## config.mk

```make
export PLATFORM = sky130hd
export DESIGN_NAME = pipe_stage_skid
export DESIGN_NICKNAME = d
export VERILOG_FILES = /design/src/rtl/defines.sv /design/src/rtl/pipe_stage_skid.sv
export SDC_FILE = /design/constraint.sdc
export NUM_CORES = 1
export LEC_CHECK = 0
export BUFFER_PORTS_ARGS = -buffer_cell sky130_fd_sc_hd__buf_2
export CAP_MARGIN = 20
export CORE_MARGIN = 4
export CORE_UTILIZATION = 40
export DETAILED_ROUTE_END_ITERATION = 7
export SETUP_SLACK_MARGIN = 0.4
export SYNTH_ARGS = -nofsm -noshare
export SYNTH_HDL_FRONTEND = slang
export SYNTH_SLANG_ARGS = --single-unit
```

## constraint.sdc

```tcl
create_clock -name clk -period 5.8 [get_ports clk]
set_clock_uncertainty 0.1 [all_clocks]
set_input_delay 0 -clock clk [delete_from_list [all_inputs] [get_ports clk]]
set_output_delay 0 -clock clk [all_outputs]
set_load 0.005 [all_outputs]
```

## src/rtl/defines.sv

```systemverilog
// Shared pipeline definitions: stage-register FSM states and the packed
// per-stage payload layouts that feed pipe_stage_skid's DATA_WIDTH.
package defines;

    typedef enum logic [1:0] {
        PS_EMPTY = 2'd0,
        PS_HALF  = 2'd1,
        PS_FULL  = 2'd2
    } pipe_state_e;

    typedef struct packed {
        logic [31:0] pc;
        logic [31:0] instr;
    } if_id_payload_t;

    typedef struct packed {
        logic [31:0] pc;
        logic [31:0] rs1_val;
        logic [31:0] rs2_val;
        logic [31:0] imm;
        logic [4:0]  rd;
        logic [3:0]  alu_op;
        logic        mem_rd;
        logic        mem_wr;
        logic        reg_wr;
    } id_ex_payload_t;

    typedef struct packed {
        logic [31:0] alu_res;
        logic [31:0] store_val;
        logic [4:0]  rd;
        logic        mem_rd;
        logic        mem_wr;
        logic        reg_wr;
    } ex_mem_payload_t;

    typedef struct packed {
        logic [31:0] wb_val;
        logic [4:0]  rd;
        logic        reg_wr;
    } mem_wb_payload_t;

    localparam int IF_ID_W  = $bits(if_id_payload_t);
    localparam int ID_EX_W  = $bits(id_ex_payload_t);
    localparam int EX_MEM_W = $bits(ex_mem_payload_t);
    localparam int MEM_WB_W = $bits(mem_wb_payload_t);

    // Number of payloads held in a given state.
    function automatic logic [1:0] state_occupancy(input pipe_state_e s);
        logic [1:0] occ;
        occ = 2'd0;
        case (s)
            PS_HALF: occ = 2'd1;
            PS_FULL: occ = 2'd2;
            default: occ = 2'd0;
        endcase
        return occ;
    endfunction

endpackage

```

## src/rtl/pipe_stage_skid.sv

```systemverilog
// Elastic pipeline-stage register with a two-entry skid buffer, synchronous
// flush and a saturating stall counter; all outputs come straight from flops.
module pipe_stage_skid
    import defines::*;
#(
    parameter int DATA_WIDTH  = 32,
    parameter int CNT_WIDTH   = 16,
    parameter bit BUBBLE_ZERO = 1'b1
) (
    input  logic                  clk,
    input  logic                  rst,
    input  logic                  flush_i,
    input  logic                  up_valid_i,
    output logic                  up_ready_o,
    input  logic [DATA_WIDTH-1:0] up_data_i,
    output logic                  dn_valid_o,
    input  logic                  dn_ready_i,
    output logic [DATA_WIDTH-1:0] dn_data_o,
    output logic [1:0]            occupancy_o,
    output logic [CNT_WIDTH-1:0]  stall_cnt_o
);

    // Handshake: a payload moves on a port only in a cycle where both valid
    // and ready are high at the rising edge; valid never waits on ready.

    pipe_state_e           state_q, state_d;
    logic [DATA_WIDTH-1:0] main_q, main_d;
    logic [DATA_WIDTH-1:0] skid_q, skid_d;
    logic [CNT_WIDTH-1:0]  stall_q, stall_d;
    logic                  up_ready_q, dn_valid_q;
    logic [1:0]            occ_q;
    logic                  up_hs, dn_hs, stall;

    assign up_hs = up_valid_i & up_ready_q;
    assign dn_hs = dn_valid_q & dn_ready_i;
    assign stall = dn_valid_q & ~dn_ready_i;

    always_comb begin
        state_d = state_q;
        main_d  = main_q;
        skid_d  = skid_q;
        case (state_q)
            PS_EMPTY: begin
                if (up_hs) begin
                    state_d = PS_HALF;
                    main_d  = up_data_i;
                end
            end
            PS_HALF: begin
                if (up_hs && dn_hs) begin
                    main_d = up_data_i;
                end else if (up_hs) begin
                    state_d = PS_FULL;
                    skid_d  = up_data_i;
                end else if (dn_hs) begin
                    state_d = PS_EMPTY;
                    if (BUBBLE_ZERO) begin
                        main_d = '0;
                    end
                end
            end
            PS_FULL: begin
                if (dn_hs) begin
                    state_d = PS_HALF;
                    main_d  = skid_q;
                end
            end
            default: begin
                state_d = PS_EMPTY;
                main_d  = '0;
                skid_d  = '0;
            end
        endcase
        // Flush wins; an upstream handshake in this cycle is swallowed.
        if (flush_i) begin
            state_d = PS_EMPTY;
            main_d  = '0;
            skid_d  = '0;
        end
    end

    always_comb begin
        stall_d = stall_q;
        if (stall && (stall_q != {CNT_WIDTH{1'b1}})) begin
            stall_d = stall_q + CNT_WIDTH'(1);
        end
    end

    always_ff @(posedge clk or posedge rst) begin
        if (rst) begin
            state_q    <= PS_EMPTY;
            main_q     <= '0;
            skid_q     <= '0;
            stall_q    <= '0;
            up_ready_q <= 1'b1;
            dn_valid_q <= 1'b0;
            occ_q      <= 2'd0;
        end else begin
            state_q    <= state_d;
            main_q     <= main_d;
            skid_q     <= skid_d;
            stall_q    <= stall_d;
            up_ready_q <= (state_d != PS_FULL);
            dn_valid_q <= (state_d != PS_EMPTY);
            occ_q      <= state_occupancy(state_d);
        end
    end

    assign up_ready_o  = up_ready_q;
    assign dn_valid_o  = dn_valid_q;
    assign dn_data_o   = main_q;
    assign occupancy_o = occ_q;
    assign stall_cnt_o = stall_q;

endmodule
```

==> metrics.csv <==
metric,value,unit
fmax,0.378,GHz
p_leak,2.51,nW
critPathCaptureType,flip-flop,
fin_crit_sh,0.456,
vias_per_cell,5.36,
pwr_density_cell,268,mW/mm^2
num-fill-cells,948,
synth_cell_types,53,
outcome,finished clean,
antenna_found_initial,0,
io_pins,89,
cp-startpoint,state_q[0]$_DFF_PP0_,
finalSetupTns,0,ps
cts_buffer_depth,2,
cts_tree,yes,
gp_congestion,0.776,
finalWirelength,10500,um
seq_area_frac_synth,0.502,
die_x,112,um
crit_fanout,26,
cts_sinks,86,
overflow,0,
path_class,flip-flop to flip-flop,
post_cts_buffers,0,
holdWs,28.9,ps
cp.required,5980,ps
dpl_cell_area,0.00477,sq mm
syn_area_per_cell,11.8,sq um
clk_pin_slew_worst_paths,80,ps
timing.rr.end,dn_data_o[24]$_DFFE_PP0P_,
async_reset_ff_frac,1.00,
portBuffers,88,
stdcell_area,0.00533,sq mm
hold_path_class,input pin to flip-flop,
drive_gt1_frac,0.332,
synth_edf_count,0,
slew_viol_final,0,
htree_levels,3,
drt_pass1_iterations,7,
vias,3312,
reg2reg_depth,5,
max_cap_violations,0,
post_cts_resized,0,
drc,0,
r2r-start,state_q[0]$_DFF_PP0_,
clk_latency,350,ps
ir_drop,0.000164,V
grt_pass1_vias,3307,
timing.reg2reg.setup_slack,3160,ps
core_area,0.0104,sq mm
yosys-top-cells-count,"dfrtp_1, a21oi_1, o2bb2ai_2",
synth.top_cell.area_share,0.496,
die_h,112,um
mappedNetlistArea,0.00429,sq mm
wl_per_cell,17.0,um
power.total,1.43,mW
synth_top_flop_cell,dfrtp_1,
grt_first_pass_wirelength,17400,um
grt_max_degree,87,
cts_hold_buf,34,
setup_violations,0,
cts_buffers,9,
critical_path.endpoint,dn_data_o[24]$_DFFE_PP0P_,
fin_nets,516,
ys_seq_elements,86,
std_cell_rows,37,
max_stage_delay,1000,ps
clockRootBuffer,clkbuf_8,
yosys.cell_count.top_type,dfrtp_1,
path_cells,nor2b_1 > o21ai_2 > a21oi_4 > buf_4 > o2bb2ai_1,
yosys-top-cells-area,"dfrtp_1, o2bb2ai_2, a21oi_1, mux2i_1, a22o_1",
area_growth,24.3,%
worst_setup_path_start_kind,flip-flop,
synthCells,365,
drtIter0Drc,189,
rsz0062_at_grt,false,
die_area,0.0124,sq mm
grtUsageTotal,0.171,
synth_nets,403,
timing_hold_violations_final,0,
period_minus_slack,2640,ps
dp_hpwl,6760,um
antenna_cells,0,
slowest_stage,dfrtp_1,
ys_warn_count,0,
ant_nets,0,
cp.arrival,2820,ps
tightest_slew,991,ps
yosysTopAreaCell,dfrtp_1,
slew_headroom,0.339,
start_util,0.414,
-- critical path: cells and delay by family, from the launching register on --
kind                   cells  cell delay [ps]
AOI/OAI and AO/OA          3              730
buffers and inverters      1              420
DFF                        1             1000
and+or+nand+nor            1              300
-- per-layer routing --
layer,wire [um],global-route usage
met5,0,0
met4,146,0.0568
met3,555,0.0342
met2,4880,0.261
met1,4910,0.244
-- layout by cell type (no fill, tap or decap), types with 2 or more instances in the layout --
| cell type | synthesis | routed |
|---|---|---|
| buf_2 | 9 | 88 |
| dfrtp_1 | 85 | 85 |
| a21oi_1 | 39 | 39 |
| dlygate4sd3_1 | 0 | 34 |
| o2bb2ai_2 | 30 | 30 |
| nand2_1 | 26 | 26 |
| nor2_1 | 22 | 22 |
| mux2i_1 | 18 | 18 |
| o21ai_0 | 16 | 16 |
| a22o_1 | 16 | 16 |
| a22oi_1 | 14 | 14 |
| xor2_1 | 12 | 12 |
| clkbuf_8 | 0 | 10 |
| nand4_1 | 6 | 6 |
| nand3_1 | 6 | 6 |
| nor3_1 | 5 | 5 |
| buf_4 | 2 | 4 |
| a211oi_1 | 3 | 3 |
| clkinv_2 | 0 | 3 |
| nor2b_1 | 2 | 2 |
| and2_1 | 2 | 2 |
| nor4_4 | 2 | 2 |
| nor3b_1 | 2 | 2 |
| nor4_2 | 2 | 2 |
| a21o_1 | 2 | 2 |
| o2bb2ai_1 | 2 | 2 |
-- kinds of logic after synthesis --
group | Yosys count | share of synthesized area
simple gates | 87 | 0.118
buf+inv | 28 | 0.0394
fa+ha+maj | 1 | 0.00292
mux | 20 | 0.0481
flops | 86 | 0.502
compound gates | 131 | 0.265
xor+xnor | 12 | 0.0245
-- power by group --
part           total [mW]  switching (mW)  leakage [nW]  internal, mW
sequential          0.713          0.0620          1.17         0.651
clock               0.420           0.213        0.0952         0.207
combinational       0.295           0.164          1.25         0.131
-- layout make-up --
| type | count | area, sq um | share of cell area |
|---|---|---|---|
| clock buffer | 11 | 141 | 0.0265 |
| clock inverter | 4 | 47.5 | 0.00892 |
| inverter | 3 | 12.5 | 0.00235 |
| multi-input combinational | 251 | 1970 | 0.369 |
| sequential | 86 | 2150 | 0.404 |
| tap | 136 | 170 | 0.0319 |
| timing repair buffer | 127 | 838 | 0.157 |
-- flip-flops by register name, indices dropped and copies added, names as in the netlist --
register	flops
skid_q	32
dn_data_o	32
up_ready_o	1
state_q	2
stall_cnt_o	16
occupancy_o	2
dn_valid_o	1
-- metrics by stage --
stage	std cells	worst slack, ps	utilization
6_report	618	3160	0.514
5_1_grt	618	2940	0.514
4_1_cts	617	3130	0.511
3_5_place_dp	568	3140	0.460
3_3_place_gp	568	3220	0.460
2_1_floorplan	365	3480	-
-- how the worst min path moves through the flow --
| stage | to | cells after the start | slack, ps | start |
|---|---|---|---|---|
| CTS | state_q[0]$_DFF_PP0_ | 4 | 10 | dn_ready_i |
| global route | state_q[0]$_DFF_PP0_ | 4 | 40 | dn_ready_i |
| finish | state_q[0]$_DFF_PP0_ | 4 | 30 | dn_ready_i |
| floorplan | skid_q[0]$_DFFE_PP0P_ | 2 | 30 | up_data_i[0] |
| detailed placement | skid_q[27]$_DFFE_PP0P_ | 2 | 150 | up_data_i[27] |
| global placement | skid_q[29]$_DFFE_PP0P_ | 2 | 140 | up_data_i[29] |
Note: power is estimated with default switching activity, not from simulation.
